[src/rtl/mips_ctrl_pkg.sv]
// Shared types for the multicycle MIPS control path: state encoding, opcode
// constants, datapath select encodings and the bundled control word.
package mips_ctrl_pkg;

    typedef enum logic [3:0] {
        S_FETCH     = 4'd0,
        S_DECODE    = 4'd1,
        S_MEM_ADDR  = 4'd2,
        S_MEM_READ  = 4'd3,
        S_MEM_WB    = 4'd4,
        S_MEM_WRITE = 4'd5,
        S_R_EXEC    = 4'd6,
        S_R_WB      = 4'd7,
        S_BRANCH    = 4'd8,
        S_JUMP      = 4'd9,
        S_ADDI_EXEC = 4'd10,
        S_ADDI_WB   = 4'd11
    } state_e;

    localparam logic [5:0] OP_RTYPE = 6'b000000;
    localparam logic [5:0] OP_LW    = 6'b100011;
    localparam logic [5:0] OP_SW    = 6'b101011;
    localparam logic [5:0] OP_BEQ   = 6'b000100;
    localparam logic [5:0] OP_J     = 6'b000010;
    localparam logic [5:0] OP_ADDI  = 6'b001000;

    typedef enum logic [1:0] {
        SRCA_PC  = 2'b00,
        SRCA_REG = 2'b01
    } alu_src_a_e;

    typedef enum logic [3:0] {
        SRCB_REG      = 4'd0,
        SRCB_FOUR     = 4'd1,
        SRCB_SEXT     = 4'd2,
        SRCB_SEXT_SH2 = 4'd3
    } alu_src_b_e;

    typedef enum logic [1:0] {
        ALU_ADD   = 2'b00,
        ALU_SUB   = 2'b01,
        ALU_FUNCT = 2'b10
    } alu_op_e;

    typedef enum logic [1:0] {
        PC_ALU    = 2'b00,
        PC_ALUOUT = 2'b01,
        PC_JUMP   = 2'b10
    } pc_src_e;

    // Complete control word produced by the decoder for one cycle.
    typedef struct packed {
        alu_src_a_e alu_src_a;
        alu_src_b_e alu_src_b;
        alu_op_e    alu_op;
        pc_src_e    pc_source;
        logic       pc_write;
        logic       pc_write_cond;
        logic       iord;
        logic       mem_read;
        logic       mem_write;
        logic       ir_write;
        logic       mem_to_reg;
        logic       reg_dst;
        logic       reg_write;
    } ctrl_t;

endpackage

[src/rtl/mips_ctrl_decode.sv]
// Moore output decoder: maps the current state to the control word. Only the
// FETCH-cycle PC and IR writes look at the memory handshake.
module mips_ctrl_decode
    import mips_ctrl_pkg::*;
(
    input  state_e state,
    input  logic   mem_ready,
    input  logic   reset,
    output ctrl_t  ctrl
);

    // Per-state control word; everything not named for a state stays 0.
    always_comb begin
        // NOTE: assigning a full default before the case keeps every field
        // driven on every path, so no latch can be inferred.
        ctrl = '0;
        if (!reset) begin
            case (state)
                S_FETCH: begin
                    ctrl.mem_read  = 1'b1;
                    ctrl.alu_src_a = SRCA_PC;
                    ctrl.alu_src_b = SRCB_FOUR;
                    ctrl.alu_op    = ALU_ADD;
                    ctrl.pc_source = PC_ALU;
                    ctrl.pc_write  = mem_ready;
                    ctrl.ir_write  = mem_ready;
                end
                S_DECODE: begin
                    ctrl.alu_src_a = SRCA_PC;
                    ctrl.alu_src_b = SRCB_SEXT_SH2;
                    ctrl.alu_op    = ALU_ADD;
                end
                S_MEM_ADDR, S_ADDI_EXEC: begin
                    ctrl.alu_src_a = SRCA_REG;
                    ctrl.alu_src_b = SRCB_SEXT;
                    ctrl.alu_op    = ALU_ADD;
                end
                S_MEM_READ: begin
                    ctrl.mem_read = 1'b1;
                    ctrl.iord     = 1'b1;
                end
                S_MEM_WB: begin
                    ctrl.reg_write  = 1'b1;
                    ctrl.mem_to_reg = 1'b1;
                end
                S_MEM_WRITE: begin
                    ctrl.mem_write = 1'b1;
                    ctrl.iord      = 1'b1;
                end
                S_R_EXEC: begin
                    ctrl.alu_src_a = SRCA_REG;
                    ctrl.alu_src_b = SRCB_REG;
                    ctrl.alu_op    = ALU_FUNCT;
                end
                S_R_WB: begin
                    ctrl.reg_write = 1'b1;
                    ctrl.reg_dst   = 1'b1;
                end
                S_BRANCH: begin
                    ctrl.alu_src_a     = SRCA_REG;
                    ctrl.alu_src_b     = SRCB_REG;
                    ctrl.alu_op        = ALU_SUB;
                    ctrl.pc_write_cond = 1'b1;
                    ctrl.pc_source     = PC_ALUOUT;
                end
                S_JUMP: begin
                    ctrl.pc_write  = 1'b1;
                    ctrl.pc_source = PC_JUMP;
                end
                S_ADDI_WB: begin
                    ctrl.reg_write = 1'b1;
                end
                default: begin
                    // Unreachable encodings leave the all-zero word in place.
                end
            endcase
        end
    end

endmodule

[src/rtl/mips_control_fsm.sv]
// Multicycle MIPS main control: state register, next-state logic and the
// illegal-opcode pulse. Output decoding lives in mips_ctrl_decode.
module mips_control_fsm
    import mips_ctrl_pkg::*;
#(
    parameter bit MEM_WAIT_EN = 1'b1
) (
    input  logic       clk,
    input  logic       reset,
    input  logic [5:0] opcode,
    input  logic       mem_ready,
    output logic [1:0] ALUSrcA,
    output logic [3:0] ALUSrcB,
    output logic [1:0] ALUOp,
    output logic       PCWrite,
    output logic       PCWriteCond,
    output logic       IorD,
    output logic       MemRead,
    output logic       MemWrite,
    output logic       IRWrite,
    output logic       MemtoReg,
    output logic       RegDst,
    output logic       RegWrite,
    output logic [1:0] PCSource,
    output logic       illegal_op,
    output logic [3:0] state_o
);

    state_e state;
    logic   illegal_q;
    logic   mem_ok;
    ctrl_t  ctrl;

    // With wait states disabled every memory access completes immediately.
    assign mem_ok = MEM_WAIT_EN ? mem_ready : 1'b1;

    // State register with next-state dispatch; the illegal flag is set on
    // the DECODE -> FETCH abort so it pulses for the following cycle only.
    always_ff @(posedge clk) begin
        // NOTE: non-blocking assignments here so every flop samples the
        // pre-edge values regardless of statement order.
        if (reset) begin
            state     <= S_FETCH;
            illegal_q <= 1'b0;
        end else begin
            illegal_q <= 1'b0;
            case (state)
                S_FETCH:     if (mem_ok) state <= S_DECODE;
                S_DECODE: begin
                    case (opcode)
                        OP_RTYPE:     state <= S_R_EXEC;
                        OP_LW, OP_SW: state <= S_MEM_ADDR;
                        OP_BEQ:       state <= S_BRANCH;
                        OP_J:         state <= S_JUMP;
                        OP_ADDI:      state <= S_ADDI_EXEC;
                        default: begin
                            state     <= S_FETCH;
                            illegal_q <= 1'b1;
                        end
                    endcase
                end
                S_MEM_ADDR:  state <= (opcode == OP_LW) ? S_MEM_READ : S_MEM_WRITE;
                S_MEM_READ:  if (mem_ok) state <= S_MEM_WB;
                S_MEM_WB:    state <= S_FETCH;
                S_MEM_WRITE: if (mem_ok) state <= S_FETCH;
                S_R_EXEC:    state <= S_R_WB;
                S_R_WB:      state <= S_FETCH;
                S_BRANCH:    state <= S_FETCH;
                S_JUMP:      state <= S_FETCH;
                S_ADDI_EXEC: state <= S_ADDI_WB;
                S_ADDI_WB:   state <= S_FETCH;
                default:     state <= S_FETCH;
            endcase
        end
    end

    mips_ctrl_decode u_decode (
        .state     (state),
        .mem_ready (mem_ok),
        .reset     (reset),
        .ctrl      (ctrl)
    );

    assign ALUSrcA     = ctrl.alu_src_a;
    assign ALUSrcB     = ctrl.alu_src_b;
    assign ALUOp       = ctrl.alu_op;
    assign PCSource    = ctrl.pc_source;
    assign PCWrite     = ctrl.pc_write;
    assign PCWriteCond = ctrl.pc_write_cond;
    assign IorD        = ctrl.iord;
    assign MemRead     = ctrl.mem_read;
    assign MemWrite    = ctrl.mem_write;
    assign IRWrite     = ctrl.ir_write;
    assign MemtoReg    = ctrl.mem_to_reg;
    assign RegDst      = ctrl.reg_dst;
    assign RegWrite    = ctrl.reg_write;

    // Reset is synchronous, so the flag flop may still hold 1 during the
    // reset cycle; mask it so nothing is signalled while reset is high.
    assign illegal_op = illegal_q & ~reset;
    assign state_o    = state;

endmodule

[config.mk]
export PLATFORM = sky130hd
export DESIGN_NAME = mips_control_fsm
export DESIGN_NICKNAME = d
export VERILOG_FILES = /design/src/rtl/mips_ctrl_pkg.sv /design/src/rtl/mips_ctrl_decode.sv /design/src/rtl/mips_control_fsm.sv
export SDC_FILE = /design/constraint.sdc
export NUM_CORES = 1
export LEC_CHECK = 0
export BUFFER_PORTS_ARGS = -buffer_cell sky130_fd_sc_hd__buf_2
export CAP_MARGIN = 15
export CORE_MARGIN = 2
export CORE_UTILIZATION = 43
export DETAILED_ROUTE_END_ITERATION = 10
export HOLD_SLACK_MARGIN = 0.05
export PLACE_DENSITY = 0.85
export RECOVER_POWER = 50
export SLEW_MARGIN = 25
export SYNTH_ARGS = -nofsm -noshare
export SYNTH_HDL_FRONTEND = slang
export SYNTH_SLANG_ARGS = --single-unit
[constraint.sdc]
create_clock -name clk -period 1.65 [get_ports clk]
set_clock_uncertainty 0.15 [all_clocks]
set_input_delay 0.165 -clock clk [delete_from_list [all_inputs] [get_ports clk]]
set_output_delay 0.165 -clock clk [all_outputs]
set_load 0.02 [all_outputs]
## Yosys cells after proc, flatten, opt, wreduce, memory -nomap -nowiden

Index checks and enable logic that the tools add are counted.

| cells by class | value |
|---|---|
| eq/ne operators | 19 |
| muxes and demuxes | 19 |
| bitwise logic cells | 3 |
| reduce and logical (&&, ||, !) cells | 10 |

Operators with widths:

| cell | number |
|---|---|
| case mux 7 bit (5 select lines) | 1 |
| case mux 4 bit (7 select lines) | 1 |
| case mux 4 bit (5 select lines) | 1 |
| 2-to-1 mux 19 bit | 1 |
| == test 4 x 3 -> 1 bit, second input constant | 4 |
| == test 4 bit, second input constant | 4 |
| == test 6 bit, second input constant | 2 |
| 2-to-1 mux 4 bit | 3 |
| OR reduction 2 bit | 5 |
| 2-to-1 mux 1 bit | 9 |
| == test 4 x 2 -> 1 bit, second input constant | 2 |
| == test 6 x 2 -> 1 bit, second input constant | 1 |
| == test 6 x 3 -> 1 bit, second input constant | 1 |
| == test 6 x 4 -> 1 bit, second input constant | 1 |
| zero test 6 bit | 1 |
| inequality test 2 bit, second input constant | 3 |
| OR reduction 6 bit | 1 |
| == test 4 x 1 -> 1 bit, second input constant | 1 |
| zero test 4 bit | 1 |
| case mux 2 bit (2 select lines) | 1 |
| 2-to-1 mux 3 bit | 1 |
| AND reduction 3 bit | 1 |
| OR reduction 3 bit | 1 |
| NOT 1 bit | 2 |
| 2 further kinds | 2 |

| word-level totals | value |
|---|---|
| register bits | 5 |
| input port bits | 9 |
| output and inout port bits | 24 |
| logic and storage cells | 53 |

## Depth between registers and ports, before layout

Gate-level depths: netlist of the first run.

| depth | value |
|---|---|
| depth in word-level cells | 4 |
| gate-level depth with buffers | 6 |
| mapped depth without buffers | 4 |

## By module

A second synthesis of the first run with hierarchy kept.

| second synthesis, totals | value |
|---|---|
| cells, all modules | 87 |
| area, all modules | 691.9 um2 |

By module, submodules not included:

| module | times used | cells an instance | area an instance (um2) | sequential area each (um2) |
|---|---|---|---|---|
| mips_control_fsm | 1 | 49 | 420.4 | 100.1 |
| mips_ctrl_decode | 1 | 38 | 271.5 | 0.0 |

## Least setup slack after synthesis of the first run

Ideal clock, no wire load.

| timing | value |
|---|---|
| kind | register to output |
| start | reg state[3], in the netlist state_o[3] |
| end | out PCSource[0] |
| arrival time | 1.886 ns |
| data required time | 1.335 ns |
| path slack | -0.551 ns |
| stages on the path, launching flop included | 6 |
| path buffers | 2 |
| cells stage by stage | dfxtp_1 buf_2 inv_2 or3_1 nor3_1 buf_4 |

| between the ends | value |
|---|---|
| word-level cells in the longest chain between the ends | 3 |
| elaborated cells between the ends (all ways) | 4 |
| classes of those cells | 2 x eq/ne; 2 x mux |

Ends and longest elaborated chain:

| element | RTL line | text |
|---|---|---|
| start, declared | mips_control_fsm.sv:29 | `state_e state;` |
| start signal, assigned | mips_control_fsm.sv:62 | `S_MEM_ADDR: state <= (opcode == OP_LW) ? S_MEM_READ : S_MEM_WRITE;` |
| == test 4 bit | mips_ctrl_decode.sv:18 | `case (state)` |
| case mux 2 bit (2 select lines) (*) | mips_ctrl_decode.sv:18 |  |
| 2-to-1 mux 19 bit (*) | mips_ctrl_decode.sv:17 | `if (!reset) begin` |
| end, declared | mips_control_fsm.sv:24 | `output logic [1:0] PCSource,` |

Mark *: on every way between the ends. The rest lies on a longest branch, timed or not.

## Worst setup path after layout of the first run

| timing | value |
|---|---|
| start | reg state[3], in the netlist state_o[3] |
| end | out PCWriteCond |

| between the ends | value |
|---|---|
| word-level cells in the longest chain between the ends | 3 |

Ends and longest elaborated chain:

| element | RTL line | text |
|---|---|---|
| == test 4 bit | mips_ctrl_decode.sv:18 |  |
| 2-to-1 mux 1 bit | mips_ctrl_decode.sv:18 |  |
| 2-to-1 mux 19 bit | mips_ctrl_decode.sv:17 |  |
| end, declared | mips_control_fsm.sv:16 | `output logic PCWriteCond,` |

Every way passes these cells.

==> results_dict.tcl, run 1 <==
set metrics [dict create \
    outcome "complete, but fails checks" \
    violations "negative setup slack" \
    crit_path_end_kind "output port" \
    synth_top_cell_by_area "dfxtp_1" \
    power.internal_mw 0.297 \
    timing_worst_setup_path_type "register to output port" \
    cp_data_arrival_time_ps 1360 \
    wl_um 2020 \
    grt_overflow 0 \
    ys.flop_type "dfxtp_1" \
    combPwrFrac 0.404 \
    fin_util 0.775 \
    grt_pass1_wl_um 3170 \
    synthTopCellsByArea "dfxtp_1, nor2_1, a21oi_1, buf_2, nor4_1" \
    clkPwrFrac 0.314 \
    grt_max_degree 16 \
    path_max_fanout 5 \
    tritoncts "yes" \
    r2r_setup_slack_ps 120 \
    fin_ws_ps -27.0 \
    ys_ff_latch 5 \
    die_w_um 41.6 \
    avgSynthCellArea_um2 6.28 \
    antenna_cells 0 \
    drt-initial-drc-count 21 \
    swShare 0.367 \
    dieHeight_um 41.6 \
    drc 0 \
    cts_buffer_depth 2 \
    drt_first_pass_iters 4 \
    hp-class "primary input to register" \
    r2r_end "state_o[0]$_SDFFE_PP0P_" \
    num_vias 845 \
    synth_area_um2 609 \
    start_util 0.462 \
    p_per_area_nw_per_um2 459 \
    ant_nets 0 \
    wl_per_cell_um 13.4 \
    hold_viol_final 0 \
    dpl_cell_area_um2 826 \
    synth_cell_types 33 \
    crit_required_ps 1330 \
    rows 13 \
    place.gp.congestion 0.867 \
    period_minus_slack_ps 1680 \
    worst_r2r_startpoint "state_o[0]$_SDFFE_PP0P_" \
    grt_setup_unrepaired "true" \
    synth_edf_count 0 \
    maxCapViolations 0 \
    min_from "opcode[4]" \
    die_area_um2 1730 \
    clockRootBuffer "clkbuf_4" \
    place_hpwl_um 1280 \
    finalCritPeriodShare 1.02 \
    antenna_found_initial 0 \
    p_sw_mw 0.172 \
    hold_ws_ps 83.9 \
    ys_seq_area_frac 0.164 \
    grt_usage 0.222 \
    final_cell_area_um2 1020 \
    pin_count 33 \
    cts_buffers 3 \
    setup_viol 3 \
    drive_gt1_frac 0.515 \
    ir_drop_mv 0.413 \
    p_leak_nw 0.451 \
    syn_inst 97 \
    hold_buffers 0 \
    hold-path-endpoint "illegal_q$_SDFF_PP0_" \
    final_cell_mix "buf_2, buf_4, nor2_1" \
    slew_violations 0 \
    fmax_mhz 596 \
    via_per_inst 5.60 \
    async_flop_share 0 \
    synth_top_area_frac 0.164 \
    clock-sinks 5 \
    htree_num_levels 1 \
    r2r_cells 5 \
    area_delta_synth_final_pct 67.6 \
    portBuffers 29 \
    startpoint_type "register" \
    path_clk_slew_ps 50 \
    clkLatencyLatePin_ps 250 \
    core_area_um2 1320 \
    final_nets 146 \
    layout_commonest_cell "buf_2" \
    yosysWarningCount 0 \
    p_seq_frac 0.282 \
    holdPathStages 3 \
    grt_pass1_vias 733 \
]
-- sequential cells by signal, indices dropped and copies added (netlist names) --
name and flops:
illegal_q 1, state_o 4
-- metal layers --
layer / share of wire / vias to the layer above / routed length (um) / GRT usage
met4: 0.0099 / 0 / 20 / 0.0323
met1: 0.40 / 379 / 811 / 0.282
met3: 0.075 / 4 / 152 / 0.0565
met5: 0 / - / 0 / 0
li1: - / 415 / - / -
met2: 0.51 / 47 / 1030 / 0.384
-- cell usage after synthesis, types with 2 or more instances --
| library cell | instances |
|---|---|
| nor2_1 | 16 |
| nand2_1 | 8 |
| a21oi_1 | 7 |
| buf_2 | 7 |
| nor3_1 | 6 |
| dfxtp_1 | 5 |
| nand3_1 | 5 |
| nor4_1 | 5 |
| buf_4 | 4 |
| o21ai_0 | 4 |
| or3_1 | 4 |
| nand2b_1 | 3 |
| nor2b_1 | 2 |
| xor2_1 | 2 |
-- worst max-delay path by stage --
stage	start	end	slack [ps]	cells after the start
2_1_floorplan	state_o[3]$_SDFFE_PP0P_	PCSource[0]	-140	5
3_3_place_gp	state_o[1]$_SDFFE_PP0P_	state_o[0]$_SDFFE_PP0P_	130	4
3_5_place_dp	state_o[0]$_SDFFE_PP0P_	state_o[0]$_SDFFE_PP0P_	130	3
4_1_cts	state_o[3]$_SDFFE_PP0P_	RegWrite	-10	5
5_1_grt	state_o[3]$_SDFFE_PP0P_	PCWriteCond	-90	4
6_report	state_o[3]$_SDFFE_PP0P_	PCWriteCond	-30	4
-- kinds of logic (layout without fill, tap and decap cells) --
family                 Yosys count  count (layout)  synth area share
AO/OA/AOI/OAI                   18              18             0.175
XOR/XNOR                         3               3            0.0431
buffers and inverters           13              50             0.119
flip-flops                       5               5             0.164
multiplexers                     1               1            0.0164
other                            1               3           0.00615
AND/OR/NAND/NOR                 56              56             0.476
-- through the flow --
| step | std cells | power [mW] | setup slack [ps] | TNS, ps |
|---|---|---|---|---|
| final | 151 | 0.469 | -27.0 | -78.2 |
| after global routing | 151 | 0.498 | -93.8 | -434 |
| after CTS | 149 | 0.442 | -12.4 | -25.7 |
| after detailed placement | 140 | 0.283 | 132 | 0 |
| after global placement | 140 | 0.280 | 130 | 0 |
| after floorplan | 99 | 0.241 | -136 | -156 |
-- cell type report --
cell class,count,area [um2]
clock buffers,4,26.3
fillers,91,297
inverters,1,3.75
multi-input cells,81,552
flip-flops and latches,5,115
well taps,15,18.8
repair buffers,45,305
-- power groups by stage --
stage | Clock [mW] | Sequential, mW | Combinational, mW
3_3_place_gp | 0 | 0.138 | 0.142
2_1_floorplan | 0 | 0.135 | 0.106
6_report | 0.147 | 0.132 | 0.190
4_1_cts | 0.147 | 0.132 | 0.163
3_5_place_dp | 0 | 0.139 | 0.144
5_1_grt | 0.161 | 0.133 | 0.203
-- worst max-delay path: stages, from the launching register on --
cell and delay [ps]:
dfxtp_4 370, inv_2 50, or3_4 390, nor3_4 160, buf_6 140
-- what timing repair did --
action	4_1_cts	5_1_grt
gates cloned	0	0
pin swaps	1	3
setup endpoints to repair	12	16
gates resized for setup	13	25
setup buffers	5	3
No activity file was read; power rests on OpenSTA's default activity.
==> inputs of run 2 (changes only) <==
--- a/constraint.sdc
+++ b/constraint.sdc
@@ -3,3 +3,3 @@
 set_input_delay 0.165 -clock clk [delete_from_list [all_inputs] [get_ports clk]]
 set_output_delay 0.165 -clock clk [all_outputs]
-set_load 0.02 [all_outputs]
+set_load 0.01 [all_outputs]
==> run 2 against run 1 <==
  * The run still ends with negative setup slack left
  * Worst hold slack got worse by 4.4 ps
  * Sequential cell count is the same
  * Combinational power down 28%
  * Critical path depth unchanged
  * Clock power fell by 5%
  * Cell area fell by 13%
  * Power decreased by 12%
  * Routed wire length down 10%
  * Register-to-register slack better by 40 ps
  * Count of clock-buffer cells in the layout stayed put
  * Sequential power is essentially flat
==> results_dict.tcl, run 2 (synthesis gave the netlist of run 1 again) <==
set metrics [dict create \
    outcome "complete, but fails checks" \
    violations "negative setup slack" \
    setup_viol 1 \
    ir_drop_mv 0.507 \
    place.gp.congestion 0.829 \
    grt_usage 0.209 \
    regArea_um2 115 \
    grt_max_degree 17 \
    path_delay_family "simple AND/OR/NAND/NOR gates" \
    timing_worst_setup_path_type "register to output port" \
    htree_num_levels 1 \
    pre_cts_slack_ps 3.01 \
    drc 0 \
    area_delta_synth_final_pct 46.0 \
    total_power_mw 0.411 \
    cpPeakStageDelay_ps 360 \
    p_per_area_nw_per_um2 462 \
    crit_path_end_kind "output port" \
    cts_buffers 3 \
    antenna_found_initial 0 \
    dpl_cell_area_um2 782 \
    startpoint_type "register" \
    clock-sinks 5 \
    crit_chain "buf_4 -> nor2_1 -> and3_1 -> buf_2" \
    fin_ws_ps -1.22 \
    via_per_inst 5.59 \
    pin_count 33 \
    final_cell_area_um2 890 \
    largest_reg_flops 4 \
    cts_buffer_depth 2 \
    crit_required_ps 1330 \
    portBuffers 29 \
    drt_first_pass_iters 4 \
    hold_buffers 0 \
    layout_commonest_cell "buf_2" \
    dp_cells 138 \
    hp-class "primary input to register" \
    period_minus_slack_ps 1650 \
    grt_pass1_wl_um 2930 \
    grt_pass1_vias 680 \
    place_hpwl_um 1260 \
    rows 13 \
    wl_um 1810 \
    final_cell_mix "buf_2, nor2_1, buf_4" \
    slowest_stage "dfxtp_4" \
    clkLatencyLatePin_ps 240 \
    fin_util 0.675 \
    start_util 0.462 \
    core_area_um2 1320 \
    clockRootBuffer "clkbuf_4" \
    p_leak_nw 0.433 \
    drive_gt1_frac 0.432 \
    num_vias 822 \
    finalCritPeriodShare 1.00 \
    fmax_mhz 606 \
    antenna_cells 0 \
    maxCapViolations 0 \
    die_area_um2 1730 \
    hold_viol_final 0 \
    grt_overflow 0 \
    final_cells 147 \
    die_w_um 41.6 \
    slew_violations 0 \
    dieHeight_um 41.6 \
    fillers 126 \
    path_max_fanout 7 \
    tritoncts "yes" \
    cp_num_buf_inv 2 \
    grt_setup_unrepaired "true" \
    drt-initial-drc-count 18 \
    final_nets 142 \
    ant_nets 0 \
    cp_data_arrival_time_ps 1340 \
    multi_input_area_um2 482 \
    path_clk_slew_ps 40 \
    wl_per_cell_um 12.3 \
]
## run 2: cell types whose count changed in the layout (fill, tap and decap cells not counted), moves of 2 or more
cell | before | now
buf_2 | 19 | 29
buf_4 | 18 | 11
nor2_1 | 9 | 15
buf_6 | 6 | 1
nor2_2 | 4 | 1
nor2_4 | 3 | 0
clkbuf_1 | 3 | 1
## run 2: through the flow
stage                     hold WS [ps]  TNS, ps
after detailed placement           317        0
after CTS                         86.2        0
after floorplan                    176        0
after global routing               118     -500
final                             79.5    -1.22
after global placement             316        0
## run 2: power by group
group          internal, mW  switching (mW)  leakage [nW]
Sequential            0.123          0.0117        0.0437
Clock                0.0914          0.0488        0.0150
Combinational        0.0598          0.0769         0.375
Total                 0.274           0.137         0.433
## run 2: layer usage
metal,track usage,vias up,part of all wire
met1,0.251,370,0.40
met5,0,-,0
met3,0.0696,0,0.080
met2,0.378,39,0.52
li1,-,413,-
met4,0.00645,0,0
## run 2: worst paths after layout
check | cells after the start | slack [ps] | endpoint | start
setup reg to reg | 5 | 160 | state_o[0]$_SDFFE_PP0P_ | state_o[1]$_SDFFE_PP0P_
setup / recovery | 4 | -1 | IorD | state_o[3]$_SDFFE_PP0P_
hold / removal | 3 | 80 | illegal_q$_SDFF_PP0_ | opcode[4]
hold reg to reg | 1 | 400 | state_o[3]$_SDFFE_PP0P_ | state_o[2]$_SDFFE_PP0P_
## run 2: area by class of cell
class / instances / area share
multi-input cells: 81 / 0.541
inverters: 1 / 0.00985
repair buffers: 41 / 0.269
well taps: 15 / 0.0211
clock buffers: 4 / 0.0295
flip-flops and latches: 5 / 0.129
## run 2: worst min-delay path, delay by kind of cell
| kind | cells | cell delay (ps) |
|---|---|---|
| and+or+nand+nor | 1 | 50 |
| buffers and inverters | 1 | 100 |
| AOI/OAI and AO/OA | 1 | 120 |
## run 2: timing repair
item / 4_1_cts / 5_1_grt
pin swaps: 2 / 0
setup buffers: 4 / 1
setup endpoints to repair: 14 / 16
resized for setup: 9 / 6
